File: src/rtl/usb_tx.sv
// USB full-speed packet serializer: SYNC, NRZI data with bit stuffing, EOP.
// Bytes arrive on a valid/ready stream. Each line symbol is held for
// CLOCKS_PER_BIT clocks. All line outputs are registered.
//
// Handshake: tx_data/tx_last are consumed in any cycle where tx_valid and
// tx_ready are both 1. tx_ready is asserted only in the cycle that ends the
// final bit period of SYNC or of a non-final byte, and only when tx_valid=1.
// If tx_valid=0 in that cycle, tx_underflow pulses instead and the packet is
// aborted with an EOP.
module usb_tx #(
    parameter int CLOCKS_PER_BIT = 4
) (
    input  logic       clock48,
    input  logic       reset_n,
    input  logic [7:0] tx_data,
    input  logic       tx_valid,
    input  logic       tx_last,
    output logic       tx_ready,
    output logic       usb_dp,
    output logic       usb_dn,
    output logic       usb_oe,
    output logic       tx_done,
    output logic       tx_underflow,
    output logic [2:0] state_dbg
);

    localparam int DW = (CLOCKS_PER_BIT > 2) ? $clog2(CLOCKS_PER_BIT) : 1;

    typedef enum logic [2:0] {
        IDLE    = 3'd0,
        SYNC    = 3'd1,
        DATA    = 3'd2,
        EOP_SE0 = 3'd3,
        EOP_J   = 3'd4
    } state_t;

    state_t         state;
    logic [DW-1:0]  div;
    logic [2:0]     sync_cnt;
    logic [7:0]     shreg;      // bits of the current byte not yet sent, LSB next
    logic [3:0]     cnt;        // number of bits left in shreg
    logic           cur_last;   // current byte was flagged as the last one
    logic           in_stuff;   // symbol on the line is a stuffed bit
    logic [2:0]     ones;       // run length of consecutive data ones
    logic           eop_cnt;

    logic tick;
    logic load_due;
    logic next_bit;

    // Symbol boundary, byte-load request and the next data bit to send
    always_comb begin
        tick     = (div == DW'(CLOCKS_PER_BIT - 1));
        load_due = tick && (state == DATA) && (cnt == 4'd0) && !in_stuff && !cur_last;
        next_bit = (cnt != 4'd0) ? shreg[0] : tx_data[0];
    end

    assign tx_ready     = load_due && tx_valid;
    assign tx_underflow = load_due && !tx_valid;
    assign state_dbg    = state;

    // Packet sequencer; every line change happens on a divider wrap
    always_ff @(posedge clock48 or negedge reset_n) begin
        if (!reset_n) begin
            state    <= IDLE;
            div      <= '0;
            sync_cnt <= '0;
            shreg    <= '0;
            cnt      <= '0;
            cur_last <= 1'b0;
            in_stuff <= 1'b0;
            ones     <= '0;
            eop_cnt  <= 1'b0;
            usb_oe   <= 1'b0;
            usb_dp   <= 1'b1;
            usb_dn   <= 1'b0;
            tx_done  <= 1'b0;
        end else begin
            tx_done <= 1'b0;
            if (state == IDLE) div <= '0;
            else               div <= tick ? '0 : div + DW'(1);

            case (state)
                IDLE: begin
                    if (tx_valid) begin
                        // Preload the divider so the first SYNC bit appears next edge
                        state    <= SYNC;
                        div      <= DW'(CLOCKS_PER_BIT - 1);
                        sync_cnt <= '0;
                    end
                end
                SYNC: begin
                    if (tick) begin
                        usb_oe   <= 1'b1;
                        usb_dp   <= sync_cnt[0] && (sync_cnt != 3'd7);
                        usb_dn   <= !(sync_cnt[0] && (sync_cnt != 3'd7));
                        sync_cnt <= sync_cnt + 3'd1;
                        if (sync_cnt == 3'd7) begin
                            // The trailing SYNC K counts as the first NRZI one
                            state    <= DATA;
                            cnt      <= '0;
                            cur_last <= 1'b0;
                            in_stuff <= 1'b0;
                            ones     <= 3'd1;
                        end
                    end
                end
                DATA: begin
                    if (tick) begin
                        if (load_due && !tx_valid) begin
                            usb_dp  <= 1'b0;
                            usb_dn  <= 1'b0;
                            eop_cnt <= 1'b0;
                            state   <= EOP_SE0;
                        end else if (ones == 3'd6) begin
                            // Stuffed zero: toggle without consuming a data bit
                            usb_dp   <= ~usb_dp;
                            usb_dn   <= ~usb_dn;
                            ones     <= '0;
                            in_stuff <= 1'b1;
                            if (load_due) begin
                                shreg    <= tx_data;
                                cnt      <= 4'd8;
                                cur_last <= tx_last;
                            end
                        end else if ((cnt != 4'd0) || load_due) begin
                            if (!next_bit) begin
                                usb_dp <= ~usb_dp;
                                usb_dn <= ~usb_dn;
                            end
                            ones     <= next_bit ? ones + 3'd1 : 3'd0;
                            in_stuff <= 1'b0;
                            if (cnt != 4'd0) begin
                                shreg <= shreg >> 1;
                                cnt   <= cnt - 4'd1;
                            end else begin
                                shreg    <= tx_data >> 1;
                                cnt      <= 4'd7;
                                cur_last <= tx_last;
                            end
                        end else begin
                            usb_dp  <= 1'b0;
                            usb_dn  <= 1'b0;
                            eop_cnt <= 1'b0;
                            state   <= EOP_SE0;
                        end
                    end
                end
                EOP_SE0: begin
                    if (tick) begin
                        if (!eop_cnt) begin
                            eop_cnt <= 1'b1;
                        end else begin
                            usb_dp <= 1'b1;
                            usb_dn <= 1'b0;
                            state  <= EOP_J;
                        end
                    end
                end
                EOP_J: begin
                    if (tick) begin
                        usb_oe  <= 1'b0;
                        usb_dp  <= 1'b1;
                        usb_dn  <= 1'b0;
                        tx_done <= 1'b1;
                        state   <= IDLE;
                    end
                end
                default: state <= IDLE;
            endcase
        end
    end

endmodule

File: config.mk
export PLATFORM = sky130hd
export DESIGN_NAME = usb_tx
export DESIGN_NICKNAME = d
export VERILOG_FILES = /design/src/rtl/usb_tx.sv
export SDC_FILE = /design/constraint.sdc
export NUM_CORES = 1
export LEC_CHECK = 0
export BUFFER_PORTS_ARGS = -buffer_cell sky130_fd_sc_hd__buf_2
export CAP_MARGIN = 40
export CORE_ASPECT_RATIO = 1.5
export CORE_MARGIN = 2
export CORE_UTILIZATION = 52
export CTS_CLUSTER_SIZE = 30
export DETAILED_ROUTE_END_ITERATION = 16
export GPL_TIMING_DRIVEN = 0
export PLACE_DENSITY = 0.75
export REMOVE_ABC_BUFFERS = 1
export SLEW_MARGIN = 20
export SYNTH_ARGS = -nofsm -noshare
export SYNTH_HDL_FRONTEND = slang
export SYNTH_SLANG_ARGS = --single-unit
File: constraint.sdc
create_clock -name clock48 -period 1.95 [get_ports clock48]
set_clock_uncertainty 0.15 [all_clocks]
set_input_delay 0.2925 -clock clock48 [delete_from_list [all_inputs] [get_ports clock48]]
set_output_delay 0.2925 -clock clock48 [all_outputs]
set_load 0.03 [all_outputs]
==> flow_summary.json <==
{
  "pwr-share-seq_pct": 31.1,
  "pwr-share-clk_pct": 19.1,
  "grt_pass1_wl_um": 7180,
  "arrival_ps": 1650,
  "cts-root-buf": "clkbuf_8",
  "place_congestion": 0.791,
  "switchingPower_mw": 1.24,
  "die-area_sq_um": 3850,
  "cts_tree": "done",
  "ctsLongestPathBuffers": 2,
  "port_buffers": 20,
  "timing.fmax_ghz": 0.479,
  "drc": 0,
  "p_comb_share_pct": 49.7,
  "ioPinCount": 21,
  "vias_per_cell": 5.95,
  "postSynth.asyncResetShare_pct": 100,
  "ctsHtreeMaxLevel": 2,
  "start_util_pct": 54.7,
  "drtPass1Iterations": 6,
  "grt_usage_pct": 25.4,
  "hold_violations": 0,
  "rsz0062_at_grt": "true",
  "first_global_vias": 1580,
  "clkSlewWorstSetupHoldPaths_ps": 70,
  "ys_seq_area_share_pct": 43.1,
  "switching_share_pct": 38.4,
  "worst-path-max-fanout": 3,
  "cts_sinks": 30,
  "grt_max_degree": 31,
  "finalSetupViolCount": 19,
  "ant_nets": 0,
  "worst_pin_slew_ps": 670,
  "drv_cap": 0,
  "areaGrowthSynthToFinish_pct": 36.8,
  "hold_class": "in -> reg",
  "ir_drop_mv": 0.919,
  "dr.first_iter.drc_count": 49,
  "num_rows": 25,
  "dp_hpwl_um": 2590,
  "drv_slew": 0,
  "wire_per_inst_um": 16.0,
  "synthCells": 192,
  "status": "finished, violations left",
  "final_net_count": 255,
  "vias": 1654,
  "p_leak_nw": 1.10,
  "drive_above_1_share_pct": 38.7,
  "synth_flop_cell": "dfrtp_1",
  "cts_buffers": 5,
  "endpoint_kind": "output pin",
  "ys_ff_latch": 30,
  "yosysWarnings": 0,
  "n_antenna_cell": 0,
  "core-area_sq_um": 3190,
  "overflow": 0,
  "ys_types": 47,
  "setup.worst_path.class": "reg -> out",
  "antenna_found_initial": 0,
  "period_share_pct": 107,
  "failed_checks": "negative setup slack",
  "wirelength_um": 4440,
  "slew_headroom_pct": 55.3,
  "period_minus_slack_ps": 2090,
  "die_h_um": 75.0,
  "cp-start-kind": "flop",
  "fin_util_pct": 74.9,
  "syn_avg_cell_area_sq_um": 9.09,
  "syn_area_sq_um": 1750,
  "clk_latency_ps": 290,
  "layout_setup_ws_ps": -138,
  "cp.required_ps": 1510,
  "synth-edff-count": 0,
  "dieWidth_um": 51.3,
  "intPower_mw": 1.98,
  "powerDensity_nw_per_um2": 1350,
  "power_mw": 3.22
}
synthesized netlist by cell type (all sizes together) (5+ instances only):
cell type / instances / area (sq um)
nor3: 5 / 25.0
o21ai: 10 / 57.6
nand3: 5 / 37.5
a21oi: 7 / 35.0
nand2: 36 / 135
ha: 6 / 75.1
nor2: 20 / 75.1
a21o: 8 / 60.1
clkbuf: 5 / 18.8
inv: 8 / 30.0
dfrtp: 29 / 726
o31ai: 5 / 37.5
a311oi: 7 / 67.6
layout by cell type (no fill, tap or decap), types with 4 or more instances in the layout:
master     n
a21o_1     8
a21oi_1    4
a311oi_2   7
buf_2     18
buf_4     20
buf_6      4
clkbuf_8   5
dfrtp_1   26
ha_1       4
inv_1      6
nand2_1   33
nand3_1    4
nor2_1    18
nor3_1     5
o31ai_1    5
stage by stage:
stage / hold WS [ps] / cells / worst slack (ps) / area (sq um) / setup TNS (ps)
final: 94.0 / 278 / -138 / 2390 / -1690
after global routing: 94.0 / 278 / -224 / 2390 / -3300
after CTS: 86.8 / 268 / -134 / 2250 / -1350
after detailed placement: 214 / 245 / -459 / 1860 / -7900
after floorplan: -153 / 185 / -560 / 1710 / -2510
after global placement: 209 / 245 / -410 / 1860 / -6250
metal layers:
metal  wire, um  GRT usage (%)
met3        168           6.75
met1       1800           27.2
met5          0              0
met4         52           9.06
met2       2420           47.6
state kept, by name (all words and copies together), names as in the netlist:
name / cells
cnt: 4
cur_last: 1
div: 2
eop_cnt: 1
in_stuff: 1
ones: 3
shreg: 8
state_dbg: 3
sync_cnt: 3
tx_done: 1
usb_dn: 1
usb_dp: 1
usb_oe: 1
cell families (layout without fill, tap and decap cells):
logic type,after synthesis,in the layout,share of synthesized area [%]
compound gates,48,48,19.9
simple gates,87,88,24.7
fa+ha+maj,6,6,4.30
flops,30,30,43.1
buf+inv,15,60,3.73
mux,6,6,4.30
path summary, 6_finish.rpt:
path	startpoint	to	slack [ps]	depth (start not counted)
max	cnt[0]$_DFFE_PN0P_	tx_underflow	-140	6
min	tx_last	cur_last$_DFFE_PN0P_	90	2
max reg2reg	cnt[0]$_DFFE_PN0P_	ones[2]$_DFFE_PN0P_	-140	8
min reg2reg	shreg[4]$_DFFE_PN0P_	shreg[4]$_DFFE_PN0P_	340	1
max in group asynchronous	reset_n	state_dbg[1]$_DFFE_PN0P_	750	2
min in group asynchronous	reset_n	shreg[2]$_DFFE_PN0P_	420	2
critical path, cell delays in order, from the launching register on:
cell and delay, ps:
dfrtp_1 390, inv_2 80, ha_4 140, nor3b_4 230
nand2_2 140, nor3b_2 190, buf_4 180
power groups by stage:
stage               Sequential [mW]  Combinational [mW]  Clock [mW]
floorplan                      1.03               0.700           0
global placement              0.987               0.950           0
detailed placement             1.00               0.975           0
CTS                            1.02                1.30       0.622
global route                   1.02                1.75       0.654
finish                         1.00                1.60       0.617
final cells by class:
| type | count | area, sq um |
|---|---|---|
| multi-input cells | 148 | 1130 |
| fillers | 232 | 802 |
| flip-flops and latches | 30 | 756 |
| repair buffers | 44 | 310 |
| clock buffers | 5 | 68.8 |
| well taps | 40 | 50.0 |
| clock inverters | 3 | 40.0 |
| inverters | 8 | 30.0 |
what timing repair did:
| item | CTS | global route |
|---|---|---|
| setup endpoints to repair | 23 | 23 |
| pin swaps | 12 | 11 |
| gates cloned | 1 | 0 |
| buffers inserted | 13 | 10 |
| endpoints found under the hold margin | 29 | 0 |
| hold buffers | 1 | 0 |
| resized for setup | 33 | 15 |
Power figures use the tool's default switching activity.
